`src/rtl/serial_subtractor_pkg.sv`:
```
`default_nettype none
// ============================================================================
// Module      : serial_subtractor_pkg
// Description : Shared constants, state encoding and helpers for the
//               bit-serial subtractor.
// Revision    : 1.0 - initial release
// ============================================================================
package serial_subtractor_pkg;

  localparam int DEFAULT_WIDTH = 32;

  // Controller state encoding
  localparam logic [1:0] ST_IDLE = 2'd0;
  localparam logic [1:0] ST_RUN  = 2'd1;
  localparam logic [1:0] ST_DONE = 2'd2;

  // Counter width for n iterations; never narrower than one bit so that
  // the single-iteration build still has a legal counter.
  function automatic int cnt_width(input int n);
    return (n <= 1) ? 1 : $clog2(n);
  endfunction

endpackage
`default_nettype wire

```
`src/rtl/serial_subtractor_full_subtractor.sv`:
```
`default_nettype none
// ============================================================================
// Module      : full_subtractor
// Description : One-bit full subtractor cell, x - y - b_in.
// Revision    : 1.0 - initial release
// ============================================================================
module full_subtractor (
  input  logic x,
  input  logic y,
  input  logic b_in,
  output logic d,
  output logic b_out
);

  assign d     = x ^ y ^ b_in;
  // Borrow when y exceeds x, or when they are equal and a borrow comes in
  assign b_out = (~x & y) | (~(x ^ y) & b_in);

endmodule
`default_nettype wire

```
`src/rtl/serial_subtractor.sv`:
```
`default_nettype none
// ============================================================================
// Module      : serial_subtractor
// Description : Multi-cycle bit-serial subtractor (a - b), STEP bits per
//               clock LSB first, with start/done handshake and
//               borrow / zero / signed-overflow flags.
// Revision    : 1.0 - initial release
// ============================================================================
module serial_subtractor
  import serial_subtractor_pkg::*;
#(
  parameter int WIDTH = DEFAULT_WIDTH,
  parameter int STEP  = 1
) (
  input  logic             clk,
  input  logic             rst,
  input  logic             start,
  input  logic [WIDTH-1:0] a,
  input  logic [WIDTH-1:0] b,
  output logic             busy,
  output logic             done,
  output logic [WIDTH-1:0] diff,
  output logic             borrow_out,
  output logic             zero,
  output logic             overflow
);

  localparam int N  = WIDTH / STEP;
  localparam int CW = cnt_width(N);
  localparam logic [CW-1:0] C_LAST = CW'(N - 1);

  logic [1:0]       r_state;
  logic [1:0]       w_state_next;
  logic [WIDTH-1:0] r_a;
  logic [WIDTH-1:0] r_b;
  logic             r_a_msb;
  logic             r_b_msb;
  logic             r_borrow;
  logic [CW-1:0]    r_cnt;
  logic [STEP-1:0]  w_d;
  logic [STEP:0]    w_bchain;
  logic [WIDTH-1:0] w_diff_next;
  logic             w_last;

  assign w_last = (r_cnt == C_LAST);

  // State register
  always_ff @(posedge clk or posedge rst) begin
    if (rst) r_state <= ST_IDLE;
    else     r_state <= w_state_next;
  end

  // Next-state logic; start is only honoured from IDLE
  always_comb begin
    w_state_next = r_state;
    case (r_state)
      ST_IDLE: if (start)  w_state_next = ST_RUN;
      ST_RUN:  if (w_last) w_state_next = ST_DONE;
      ST_DONE: w_state_next = ST_IDLE;
      default: w_state_next = ST_IDLE;
    endcase
  end

  // Handshake outputs decoded from state
  always_comb begin
    busy = 1'b0;
    done = 1'b0;
    case (r_state)
      ST_RUN:  busy = 1'b1;
      ST_DONE: begin busy = 1'b1; done = 1'b1; end
      default: ;
    endcase
  end

  // Borrow chain across the STEP cells, seeded from the registered borrow
  assign w_bchain[0] = r_borrow;

  generate
    for (genvar i = 0; i < STEP; i++) begin : g_cell
      full_subtractor u_fs (
        .x     (r_a[i]),
        .y     (r_b[i]),
        .b_in  (w_bchain[i]),
        .d     (w_d[i]),
        .b_out (w_bchain[i+1])
      );
    end
  endgenerate

  // Result assembly: new bits enter at the MSB end. With a single
  // iteration the cell outputs are the whole result and no partial
  // register is needed.
  generate
    if (STEP == WIDTH) begin : g_single
      assign w_diff_next = w_d;
    end else begin : g_multi
      logic [WIDTH-STEP-1:0] r_diff_sh;

      // Partial result register, only advanced while running
      always_ff @(posedge clk or posedge rst) begin
        if (rst)                   r_diff_sh <= '0;
        else if (r_state == ST_RUN) r_diff_sh <= w_diff_next[WIDTH-1:STEP];
      end

      assign w_diff_next = {w_d, r_diff_sh};
    end
  endgenerate

  // Operand capture, serial shifting and completion of the visible result
  always_ff @(posedge clk or posedge rst) begin
    if (rst) begin
      r_a        <= '0;
      r_b        <= '0;
      r_a_msb    <= 1'b0;
      r_b_msb    <= 1'b0;
      r_borrow   <= 1'b0;
      r_cnt      <= '0;
      diff       <= '0;
      borrow_out <= 1'b0;
      zero       <= 1'b0;
      overflow   <= 1'b0;
    end else begin
      case (r_state)
        ST_IDLE: begin
          if (start) begin
            r_a      <= a;
            r_b      <= b;
            r_a_msb  <= a[WIDTH-1];
            r_b_msb  <= b[WIDTH-1];
            r_borrow <= 1'b0;
            r_cnt    <= '0;
          end
        end
        ST_RUN: begin
          r_a      <= r_a >> STEP;
          r_b      <= r_b >> STEP;
          r_borrow <= w_bchain[STEP];
          r_cnt    <= r_cnt + CW'(1);
          if (w_last) begin
            diff       <= w_diff_next;
            borrow_out <= w_bchain[STEP];
            zero       <= (w_diff_next == '0);
            overflow   <= (r_a_msb != r_b_msb) && (w_diff_next[WIDTH-1] != r_a_msb);
          end
        end
        default: ;
      endcase
    end
  end

endmodule
`default_nettype wire
```
`config.mk`:
```
export PLATFORM = sky130hd
export DESIGN_NAME = serial_subtractor
export DESIGN_NICKNAME = d
export VERILOG_FILES = /design/src/rtl/serial_subtractor_pkg.sv /design/src/rtl/serial_subtractor_full_subtractor.sv /design/src/rtl/serial_subtractor.sv
export SDC_FILE = /design/constraint.sdc
export NUM_CORES = 1
export LEC_CHECK = 0
export BUFFER_PORTS_ARGS = -buffer_cell sky130_fd_sc_hd__buf_2
export CORE_MARGIN = 5
export CORE_UTILIZATION = 38
export DETAILED_ROUTE_END_ITERATION = 8
export GPL_TIMING_DRIVEN = 0
export PLACE_DENSITY_LB_ADDON = 0.12
export SLEW_MARGIN = 20
export SYNTH_ARGS = -nofsm -noshare
export SYNTH_HDL_FRONTEND = slang
export SYNTH_SLANG_ARGS = --single-unit
```
`constraint.sdc`:
```
create_clock -name clk -period 7.1 [get_ports clk]
set_input_delay 0 -clock clk [delete_from_list [all_inputs] [get_ports clk]]
set_output_delay 0 -clock clk [all_outputs]
set_load 0.03 [all_outputs]
```
# Word level (Yosys, flattened, before mapping)

Cells that the tools add are included.

Equality and inequality tests: 7
Bitwise logic cells: 7
Reduce and logical (&&, ||, !) cells: 9
Add/subtract/negate cells: 1
Mux-type cells: 13

Operator list:

| kind                | number |
|---|---|
| $pmux 32 s2         | 2 |
| $mux 32             | 2 |
| $logic_not 32->1    | 1 |
| $pmux 5 s2          | 1 |
| $reduce_and 2->1    | 4 |
| $add 5x1->5 const B | 1 |
| $eq 5x5->1 const B  | 1 |
| $mux 5              | 1 |
| $mux 2              | 2 |
| $ne 2x2->1 const B  | 2 |
| $pmux 2 s2          | 1 |
| $mux 1              | 3 |
| $and 1x1->1         | 2 |
| $eq 2x1->1 const B  | 1 |
| $eq 2x2->1 const B  | 1 |
| $logic_not 2->1     | 1 |
| $ne 1x1->1          | 2 |
| $not 1->1           | 2 |
| $pmux 1 s2          | 1 |
| $reduce_bool 2->1   | 1 |
| $reduce_or 2->1     | 1 |
| $xor 1x1->1         | 2 |
| $logic_and 1x1->1   | 1 |
| $or 1x1->1          | 1 |

Bits in registers: 140
Word-level logic and storage cells: 49
Output and inout bits: 37

# Logic depth before layout (Yosys ltp)

Depth after elaboration: 5
Mapped depth: 8
Depth with buffers taken out: 7

# Modules after synthesis

Synthesis repeated with hierarchy kept, for this count alone.

Cell total of the unflattened synthesis: 489
Area total of the unflattened synthesis: 5993.2 µm²

By module, submodules not included:

| module            | area an instance (µm²) | times used | cells an instance |
|---|---|---|---|
| serial_subtractor | 5962.0                 | 1          | 485 |
| full_subtractor   | 31.3                   | 1          | 4 |

# Worst setup path before layout

No wires, ideal clock.

Kind: register to register
Start: reg r_cnt[0]
End: reg diff[10]
Arrival: 1.782 ns
Path buffers: 2
Clock period less this slack: 1.907 ns
Setup slack: 5.193 ns
Stages on the path, launching flop included: 8
Data required time: 6.975 ns
Cells stage by stage: dfrtp_1 ha_1 and3_1 ha_1 nand2_1 buf_2 buf_2 mux2_2

Longest elaborated chain between the ends: 2

Ends and longest elaborated chain:

| element                           | RTL line                 | source |
|---|---|---|
| from (decl)                       | serial_subtractor.sv:39  | `logic [CW-1:0] r_cnt;` |
| from (signal assigned)            | serial_subtractor.sv:138 | `r_cnt <= r_cnt + CW'(1);` |
| $eq 5x5->1                        | serial_subtractor.sv:45  | `assign w_last = (r_cnt == C_LAST);` |
| $reduce_and 2->1 (no source line) | n/a                      |  |
| to (signal assigned)              | serial_subtractor.sv:140 | `diff <= w_diff_next;` |
| to (decl)                         | serial_subtractor.sv:22  | `output logic [WIDTH-1:0] diff,` |

Every way passes these cells.
A chain may end at the register's enable or synchronous reset.

# Final worst setup path

Same ends and word-level chain as after synthesis.

==> summary.txt <==
Outcome
  – Status: finished clean

Finish
  – Final nets: 755
  – Final core utilization: 51.8%
  – Antenna Cells: 0
  – Commonest non-fill, non-tap cell in the layout: dfrtp_1
  – Area delta synth->final: 35.4%
  – Commonest non-fill, non-tap cells in the layout: 140 x dfrtp_1, 121 x buf_2, 75 x nand2_1
  – Post-route cell area: 8130 um2
  – Fraction of layout cells with a size suffix above 1: 32.8%
  – Filler Cell Count: 1,438

Synth
  – Largest cells by area after synthesis: dfrtp_1 58%, mux2_2 12%, mux2i_1 11%, o21ai_0 5.8%, nand2_1 4.7%
  – Synthesized area: 6000 um2
  – Post-synth top flop: dfrtp_1
  – Number of synthesized flops with an enable pin: 0
  – Synthesized area per cell: 12.3 um2
  – Cells after Synth: 489
  – Synthesized net count: 564
  – Yosys top cell area share: 58.3%
  – Ys async rst share: 100%
  – Yosys warnings: 0
  – Post-synthesis cell type count: 28
  – Seq/Total Area, Yosys: 58.3%
  – Synth area leader: dfrtp_1
  – Flops & latches, synth: 140

Global routing
  – GR Layer Usage met2: 24.8%
  – Initial antenna violation count: 0
  – Largest net degree at the start of global routing: 83
  – Grt met3 use: 4.49%
  – First-pass GRT wire length: 22,300 um
  – GRT busiest layer: met2
  – Vias in the first global route: 4,492
  – GRT overflow: 0
  – GRT Overall Usage: 15.4%
  – Met1 usage: 19.5%

Worst setup path
  – Worst setup EP type: register
  – Data arrival, critical path: 2.44 ns
  – CP required: 7.40 ns
  – Setup slack, reg-to-reg: 4.95 ns
  – FF-to-FF path depth: 7
  – R2R Path Start: r_cnt[0]
  – CP peak stage delay: 0.41 ns
  – Crit path kind: reg2reg
  – RR Endpoint: diff[10]
  – Critical Path, Cell by Cell: ha_1, and3_1, ha_1, nand2_1, buf_2, buf_2, mux2_2
  – CP max FO: 10
  – Slowest CP cell: dfrtp_1
  – Crit start category: register

STA
  – Fmax achieved: 466 MHz
  – Count of final hold-check violations: 0
  – RSZ-0062 raised after global routing: no
  – Setup tns final: 0 ns
  – Slew Limit Fails: 0
  – Worst Max-Slew Pin Slew: 0.438 ns
  – Slew headroom: 70.8%
  – Clk_skew: 0.00697 ns
  – Final period util: 30.2%
  – Final setup vio count: 0
  – Final Critical Period: 2.15 ns
  – PnR worst setup slack: 4.95 ns

Power
  – Lkg Pwr: 3.99 nW
  – VDD IR max: 204 uV
  – Total power: 3.17 mW
  – Power per cell area: 390 nW/um2

Route
  – Drt pass-1 iters: 4
  – Vias: 4,316
  – Routed length per placed instance: 14.6 um
  – Initial drt markers: 162
  – Post-DRT Antenna Nets: 0
  – Remaining DRCs: 0
  – Detailed Route WL: 13,300 um
  – Vias per cell: 4.75

CTS
  – Num CTS Buffers: 17
  – CTS tree: done
  – CTS Sinks: 140
  – Max clock buf depth: 2
  – Worst-path clk slew: 0.06 ns
  – Root buf cell: clkbuf_16
  – Worst-Skew Late Latency: 0.42 ns
  – H-tree depth: 4
  – Setup bufs post-CTS: 0

Floorplanning
  – Die ar.: 18,400 um2
  – Initial Util: 38.2%
  – Site row count: 46
  – Core area: 15,700 um2
  – Chip Height: 136 um
  – DIE WIDTH: 136 um
  – # IOs: 104

Job
  – Max capacitance violation total: 0

Place
  – PortBufs: 103
  – Pre-CTS WS: 4.93 ns
  – DPL Wire Length: 8980 um
  – Placed instance area: 6830 um2
  – GPL Wtd Cong: 0.745

Hold path
  – Hold Crit Class: in2async
-- report_power, final --
part	switching (mW)	internal [mW]
clock network	0.334	0.605
logic	0.545	0.468
registers	0.164	1.05
-- metal layers --
metal	up-vias	share of wire, %
met1	2090	44
met4	0	2.3
met3	26	5.5
met5	-	0
met2	111	49
li1	2089	-
-- per-stage QoR --
stage / std cells / hold WS, ns
detailed placement: 809 / 0.0612
global placement: 808 / 0.261
finish: 909 / 0.160
CTS: 909 / 0.160
global route: 909 / 0.195
floorplan: 489 / 0.150
-- how the worst max path moves through the flow --
| stage | start | end | slack, ns | cells past startpoint |
|---|---|---|---|---|
| 2_1_floorplan | rst | borrow_out | 3.35 | 1 |
| 3_3_place_gp | rst | r_b[20] | 1.73 | 2 |
| 3_5_place_dp | r_cnt[0] | diff[10] | 4.93 | 7 |
| 4_1_cts | r_cnt[0] | diff[10] | 4.92 | 7 |
| 6_report | r_cnt[0] | diff[10] | 4.95 | 7 |
| 5_1_grt | r_cnt[0] | diff[8] | 4.81 | 7 |
-- cells in the mapped netlist, drive strengths merged, types with 3 or more instances --
cell and n:
a22o 4, buf 25, clkbuf 5, dfrtp 140, ha 7, inv 6
mux2 65, mux2i 64, nand2 75, nor2b 3, nor4 8, o21ai 70
-- critical path, delay by kind of cell (launching register included) --
family	cells	cell delay, ns
buf+inv	2	0.52
fa+ha+maj	2	0.45
flops	1	0.41
mux	1	0.36
simple gates	2	0.27
-- flip-flops by register name, summed over array words and instances (netlist names), 2 cells and up --
| name | cells |
|---|---|
| r_state | 2 |
| r_cnt | 5 |
| r_b | 32 |
| diff | 32 |
| r_a | 32 |
| g_multi.r_diff_sh | 31 |
-- cell families after synthesis --
| kind of cell | synth area share [%] |
|---|---|
| and+or+nand+nor | 6.75 |
| buffers and inverters | 3.15 |
| DFF | 58.3 |
| muxes | 22.9 |
| AOI/OAI and AO/OA | 7.04 |
| adders and majority gates | 1.79 |
-- timing repair --
item                      CTS  global route
hold buffers               68             0
gates resized for setup     0             0
hold endpoints to repair  124             0
-- final cells by class --
class	count	area [um2]	area share, %
Tap cell	216	270	3.32
Multi-Input combinational cell	313	2310	28.4
Buffer	30	166	2.05
Clock inverter	11	166	2.05
Clock buffer	21	460	5.66
Timing Repair Buffer	172	1220	15.0
Sequential cell	140	3500	43.1
Inverter	6	30.0	0.369
Power figures use the tool's default switching activity.
